$ cat config.mk
export PLATFORM = sky130hd
export DESIGN_NAME = fll_ser_flat
export DESIGN_NICKNAME = d
export VERILOG_FILES = /design/src/rtl/fll_ser_pkg.sv /design/src/rtl/fll_ser_if.sv /design/src/rtl/fll_ser.sv /design/src/flat_wrapper.sv
export SDC_FILE = /design/constraint.sdc
export NUM_CORES = 1
export LEC_CHECK = 0
export ABC_AREA = 1
export CAP_MARGIN = 5
export CORE_MARGIN = 5
export CORE_UTILIZATION = 55
export CTS_BUF_LIST = sky130_fd_sc_hd__clkbuf_8
export DETAILED_ROUTE_END_ITERATION = 8
export GPL_TIMING_DRIVEN = 0
export PLACE_DENSITY = 0.79
export SYNTH_ARGS = -nofsm -noshare
export SYNTH_HDL_FRONTEND = slang
export SYNTH_SLANG_ARGS = --single-unit
$ cat constraint.sdc
create_clock -name ff_clk -period 3.57 [get_ports ff_clk]
set_clock_uncertainty 0.2 [all_clocks]
set_input_delay 0.357 -clock ff_clk [delete_from_list [all_inputs] [get_ports ff_clk]]
set_output_delay 0.357 -clock ff_clk [all_outputs]
set_load 0.02 [all_outputs]
$ cat src/rtl/fll_ser_pkg.sv
// Shared types and helpers for the fll width-down serializer.
package fll_ser_pkg;

   typedef enum logic [1:0] {
      ST_EMPTY = 2'd0,
      ST_BUSY  = 2'd1,
      ST_FULL  = 2'd2
   } fll_state_e;

   // Lowest bit of beat 'idx' inside a word of 'nb' slices of 'sw' bits; ord=1 walks MSB first.
   function automatic int unsigned slice_lo(input int unsigned idx, input int unsigned nb,
                                            input int unsigned sw, input bit ord);
      return (ord ? (nb - 32'd1 - idx) : idx) * sw;
   endfunction

endpackage

$ cat src/rtl/fll_ser_if.sv
// Wide input stream and narrow output stream of the fll serializer.
interface fll_ser_if #(
   parameter int unsigned DW = 32,
   parameter int unsigned SW = 8
);
   localparam int unsigned LW = $clog2(DW / SW);

   logic [DW-1:0] ffi_bus;
   logic [LW-1:0] ffi_len;
   logic          ffi_vld;
   logic          ffi_rdy;
   logic [SW-1:0] ffo_bus;
   logic          ffo_lst;
   logic          ffo_vld;
   logic          ffo_rdy;

   modport slave (
      input  ffi_bus, ffi_len, ffi_vld, ffo_rdy,
      output ffi_rdy, ffo_bus, ffo_lst, ffo_vld
   );

   modport master (
      output ffi_bus, ffi_len, ffi_vld, ffo_rdy,
      input  ffi_rdy, ffo_bus, ffo_lst, ffo_vld
   );

endinterface

$ cat src/rtl/fll_ser.sv
// Width-down serializer: one DW-bit word in, up to DW/SW SW-bit beats out, last beat flagged.
// One word shifts out while a second is held, so the output sustains a beat every clock.
module fll_ser
   import fll_ser_pkg::*;
#(
   parameter int unsigned DW  = 32,
   parameter int unsigned SW  = 8,
   parameter bit          ORD = 1'b0
) (
   input logic      ff_clk,
   input logic      ff_rst,
   fll_ser_if.slave bus_if
);

   localparam int unsigned NB = DW / SW;
   localparam int unsigned LW = $clog2(NB);

   fll_state_e    state;
   logic [DW-1:0] sft_dat;
   logic [LW-1:0] sft_len;
   logic [LW-1:0] sft_cnt;
   logic [DW-1:0] hld_dat;
   logic [LW-1:0] hld_len;

   logic          ffi_trn;
   logic          ffo_trn;
   logic          lst_trn;
   logic          ld_ffi;
   logic          ld_sft_hld;
   logic          ld_hld;
   logic          adv;
   logic          go_empty;
   logic [LW-1:0] cnt_inc;

   assign ffi_trn    = bus_if.ffi_vld & bus_if.ffi_rdy;
   assign ffo_trn    = bus_if.ffo_vld & bus_if.ffo_rdy;
   assign lst_trn    = ffo_trn & bus_if.ffo_lst;
   assign cnt_inc    = sft_cnt + LW'(1);

   // Datapath actions decoded from state and the two handshakes.
   assign ld_ffi     = ffi_trn & ((state == ST_EMPTY) | ((state == ST_BUSY) & lst_trn));
   assign ld_sft_hld = (state == ST_FULL) & lst_trn;
   assign ld_hld     = ffi_trn & (state == ST_BUSY) & ~lst_trn;
   assign adv        = ffo_trn & ~bus_if.ffo_lst;
   assign go_empty   = (state == ST_BUSY) & lst_trn & ~ffi_trn;

   // Occupancy FSM; ready and valid are registered alongside the state.
   always_ff @(posedge ff_clk or posedge ff_rst) begin
      if (ff_rst) begin
         state          <= ST_EMPTY;
         bus_if.ffi_rdy <= 1'b1;
         bus_if.ffo_vld <= 1'b0;
      end else begin
         case (state)
            ST_EMPTY: begin
               if (ffi_trn) begin
                  state          <= ST_BUSY;
                  bus_if.ffo_vld <= 1'b1;
               end
            end
            ST_BUSY: begin
               if (ffi_trn && !lst_trn) begin
                  state          <= ST_FULL;
                  bus_if.ffi_rdy <= 1'b0;
               end else if (!ffi_trn && lst_trn) begin
                  state          <= ST_EMPTY;
                  bus_if.ffo_vld <= 1'b0;
               end
            end
            ST_FULL: begin
               if (lst_trn) begin
                  state          <= ST_BUSY;
                  bus_if.ffi_rdy <= 1'b1;
               end
            end
            default: begin
               state          <= ST_EMPTY;
               bus_if.ffi_rdy <= 1'b1;
               bus_if.ffo_vld <= 1'b0;
            end
         endcase
      end
   end

   // Shift/hold registers; the output beat is pre-selected from whatever becomes current next.
   always_ff @(posedge ff_clk or posedge ff_rst) begin
      if (ff_rst) begin
         sft_dat        <= '0;
         sft_len        <= '0;
         sft_cnt        <= '0;
         hld_dat        <= '0;
         hld_len        <= '0;
         bus_if.ffo_bus <= '0;
         bus_if.ffo_lst <= 1'b0;
      end else begin
         if (ld_ffi) begin
            sft_dat        <= bus_if.ffi_bus;
            sft_len        <= bus_if.ffi_len;
            sft_cnt        <= '0;
            bus_if.ffo_bus <= bus_if.ffi_bus[slice_lo(32'd0, NB, SW, ORD) +: SW];
            bus_if.ffo_lst <= (bus_if.ffi_len == '0);
         end else if (ld_sft_hld) begin
            sft_dat        <= hld_dat;
            sft_len        <= hld_len;
            sft_cnt        <= '0;
            bus_if.ffo_bus <= hld_dat[slice_lo(32'd0, NB, SW, ORD) +: SW];
            bus_if.ffo_lst <= (hld_len == '0);
         end else if (adv) begin
            sft_cnt        <= cnt_inc;
            bus_if.ffo_bus <= sft_dat[slice_lo(32'(cnt_inc), NB, SW, ORD) +: SW];
            bus_if.ffo_lst <= (cnt_inc == sft_len);
         end else if (go_empty) begin
            bus_if.ffo_lst <= 1'b0;
         end

         if (ld_hld) begin
            hld_dat <= bus_if.ffi_bus;
            hld_len <= bus_if.ffi_len;
         end
      end
   end

endmodule
$ cat src/flat_wrapper.sv
// flat-port wrapper written by rule: the top's interface ports become plain ports
module fll_ser_flat import fll_ser_pkg::*;
#(
   parameter int unsigned DW  = 32,
   parameter int unsigned SW  = 8,
   parameter bit          ORD = 1'b0
)
  (ff_clk, ff_rst, bus_if_ffi_bus, bus_if_ffi_len, bus_if_ffi_vld, bus_if_ffo_rdy, bus_if_ffi_rdy, bus_if_ffo_bus, bus_if_ffo_lst, bus_if_ffo_vld);
  fll_ser_if #(.DW(DW), .SW(SW)) bus_if_i ();
  input logic ff_clk;
  input logic ff_rst;
  input wire logic [$bits(bus_if_i.ffi_bus)-1:0] bus_if_ffi_bus;
  input wire logic [$bits(bus_if_i.ffi_len)-1:0] bus_if_ffi_len;
  input wire logic [$bits(bus_if_i.ffi_vld)-1:0] bus_if_ffi_vld;
  input wire logic [$bits(bus_if_i.ffo_rdy)-1:0] bus_if_ffo_rdy;
  output wire logic [$bits(bus_if_i.ffi_rdy)-1:0] bus_if_ffi_rdy;
  output wire logic [$bits(bus_if_i.ffo_bus)-1:0] bus_if_ffo_bus;
  output wire logic [$bits(bus_if_i.ffo_lst)-1:0] bus_if_ffo_lst;
  output wire logic [$bits(bus_if_i.ffo_vld)-1:0] bus_if_ffo_vld;
  assign bus_if_i.ffi_bus = bus_if_ffi_bus;
  assign bus_if_i.ffi_len = bus_if_ffi_len;
  assign bus_if_i.ffi_vld = bus_if_ffi_vld;
  assign bus_if_i.ffo_rdy = bus_if_ffo_rdy;
  assign bus_if_ffi_rdy = bus_if_i.ffi_rdy;
  assign bus_if_ffo_bus = bus_if_i.ffo_bus;
  assign bus_if_ffo_lst = bus_if_i.ffo_lst;
  assign bus_if_ffo_vld = bus_if_i.ffo_vld;
  fll_ser #(.DW(DW), .SW(SW), .ORD(ORD)) u_core (.ff_clk(ff_clk), .ff_rst(ff_rst), .bus_if(bus_if_i));
endmodule
==> results.md <==
* Post-synthesis mux area share at a little under 7%
* Syn_area_per_cell at 8.80 µm²
* Seq/Total Area, Yosys at 52.2%
* Post-DP HPWL at 6.52 mm
* # DRC at 0
* Sw power at 1.62 mW
* Setup bufs post-CTS at 0
* Initial Utilization at 55.7%
* Placement row count at 31
* Diode count at 0
* CP peak stage delay at 600 ps
* Multi-input gate area in the final layout at 0.00166 mm²
* Congestion Overflow GR at 0
* Switching Fraction at about two fifths
* Lkg Pwr at 2.39 nW
* Req. time, crit path at 3010 ps
* Starting DRT DRC Count at 182
* Max Slew Vio Count at 0
* CP max-delay cell: clkdlybuf4s50_1
* Final nets at 553
* Top cells by area, synth: dfrtp_1, nand2_1, mux2_1, a22oi_1, nand3_1
* TritonCTS clock tree: yes
* Worst path cell trace: clkdlybuf4s50_1
* CP Buf/Inv Count at 1
* Synthesized area at 0.00398 mm²
* Logic gate share of total power at between 40% and 50%
* WP data arrival at ~1500 ps
* Most frequent cells after synthesis: nand2_1, dfrtp_1, a22oi_1, inv_1, nand3_1
* Clock power share at 14.6%
* # Max-Cap Violations at 0
* Gp weighted congestion at about 0.89
* Top cell type's share of synthesized area at 51.6%
* Top_reg_cell synth: dfrtp_1
* Simple logic cell fraction of the synthesized area at 25.4%
* Largest area contributor in the netlist: dfrtp_1
* Fin crit share at 58.1%
* Distinct cell type count after synthesis at 26
* Share of layout cells above drive strength 1 at 10.1%
* First-pass GRT wire length at approximately 15 mm
* Post-synth EDFFs at 0
* Via density at roughly 5.3
* Fin. Hold Viols at 0
* Min Tclk post-route at 2070 ps
* Met3 WL at 414 µm
* Hold_buf cts at 0
* Pre-Repair DR Iteration Count at 5
* Post-synthesis adder-cell area fraction at 0.944%
* Post-route ant nets at 0
* Via count at 3,287
* Critical path launch point type: register
* Synth-to-layout area growth at 19.9%
* Compound-Gate Fraction of Synth Area at 8.37%
* H-Tree Depth at 3
* Top sig layer: met4
* Largest net degree at the start of global routing at 69
* Tightest Hold Check Type: primary input to async pin
* Syn Inst Count at 452
* Chip height at around 95 µm
* Final setup viols at 0
* Cts bufs inserted at 9
* Register area at slightly above 0.002 mm²
* Die area at 0.00903 mm²
* Yosys reg bits at 83
* Synthesis Warnings at 0
* Critical path's top delay family: buffers and inverters
* Vias in the first global route at 3,286
* WL per Instance at 14.8 µm
* DP Cell Count at 600
* Worst setup EP type: primary output
* Max frequency at 482 MHz
* Non-Filler Instances at 615
* Core Area at ~0.007 mm²
* Design Area, Final at 0.00477 mm²
* Root buffer cell: clkbuf_8
* Gr usage total at 22.0%
* CTS resizes at 0
* Main combinational cell family by area after synthesis: simple AND/OR/NAND/NOR gates
* Max_slew headroom at between 60% and 70%
* Clock Sinks at 83
* Power per Cell Area at 835 mW/mm²
* Routed wl met2 at 4.42 mm
* I/O pins at 49
* Final wirelength at 9.12 mm
* Number of buffers added on ports at 48
* Hold slack final at about 76 ps
* Fill cells at a little over 600
* Clock buffer depth at 2
* Critical path type: register to primary output
* XOR/XNOR Fraction of Synth Area at 0.220%
* VDD IR max at 0.392 mV
* Seq pwr share at a little over two fifths
* RSZ-0062 raised after global routing: no
* Most common cell in the netlist: nand2_1
* Least-Margin Pin Slew at 520 ps
* Clk slew on worst S/H paths at 90 ps
* Outcome: completed
* Area after DPL at ~0.0046 mm²
* Die W at 95.0 µm
* Clk Latency, worst-skew pair at 350 ps
* Metal-1 WL at 4.10 mm
* Synth Net Count at 493
* Int Pwr at 2.36 mW
* Initial antenna violation count at 0
* Synth async-reset ratio at 100%
* Crit Path Max Fanout at 3
-- kinds of logic after synthesis --
group,after synthesis
adder cells (fa/ha/maj),3
XOR/XNOR,1
multiplexers,24
flip-flops,83
buffers and inverters,47
AND/OR/NAND/NOR,241
AO/OA/AOI/OAI,53
-- power groups by stage --
| stage | logic [mW] | clock network [mW] | registers [mW] |
|---|---|---|---|
| after floorplan | 1.18 | 0 | 1.68 |
| after global placement | 1.66 | 0 | 1.67 |
| after detailed placement | 1.71 | 0 | 1.69 |
| after CTS | 1.72 | 0.587 | 1.68 |
| after global routing | 1.95 | 0.634 | 1.74 |
| final | 1.72 | 0.581 | 1.68 |
-- routing by layer --
layer | track usage, % | up-vias
li1 | - | 1587
met1 | 30.1 | 1597
met2 | 35.3 | 83
met3 | 3.71 | 20
met4 | 8.41 | 0
met5 | 0 | -
-- layout make-up --
| type | count | share of cell area (%) |
|---|---|---|
| buffer | 18 | 2.70 |
| sequential | 83 | 43.6 |
| clock inverter | 6 | 0.708 |
| inverter | 29 | 2.39 |
| multi-input combinational | 322 | 34.8 |
| timing repair buffer | 49 | 10.7 |
| clock buffer | 9 | 2.60 |
| tap | 99 | 2.60 |
-- placed cells by master (no fill, tap or decap), drive strengths merged --
master / count
a21oi: 4
a22oi: 25
buf: 16
clkbuf: 12
clkdlybuf4s50: 48
clkinv: 6
dfrtp: 82
dfstp: 1
ha: 3
inv: 29
mux2: 24
nand2: 195
nand3: 24
nand4: 6
nor2: 16
o211ai: 2
o21ai: 22
xnor2: 1
-- worst paths after layout --
check / start / to / slack [ps] / depth (start not counted)
setup / recovery: u_core.bus_if.ffi_rdy / bus_if_ffi_rdy / 1500 / 1
hold / removal: ff_rst / u_core.hld_dat[4] / 80 / 2
setup reg to reg: u_core.bus_if.ffi_rdy / u_core.bus_if.ffo_bus[1] / 1660 / 8
hold reg to reg: u_core.sft_dat[3] / u_core.sft_dat[3] / 280 / 2
max in group asynchronous: ff_rst / u_core.hld_dat[18] / 2490 / 3
min in group ff_clk: u_core.sft_dat[3] / u_core.sft_dat[3] / 280 / 2
-- flip-flops by register name, summed over array words and instances, names as in the netlist --
register,flops
u_core.hld_dat,32
u_core.sft_dat,32
u_core.bus_if.ffo_bus,8
u_core.hld_len,2
u_core.sft_cnt,2
u_core.sft_len,2
u_core.state,2
u_core.bus_if.ffi_rdy,1
u_core.bus_if.ffo_lst,1
u_core.bus_if.ffo_vld,1
-- metrics by stage --
step	setup TNS [ps]	worst slack [ps]	power (mW)	util, %
6_report	0	1500	3.98	66.8
3_5_place_dp	0	1310	3.40	64.6
3_3_place_gp	-32530	-401	3.33	64.2
5_1_grt	0	1460	4.33	66.8
2_1_floorplan	0	878	2.86	-
4_1_cts	0	1490	3.98	66.8
Power figures use the tool's default switching activity.
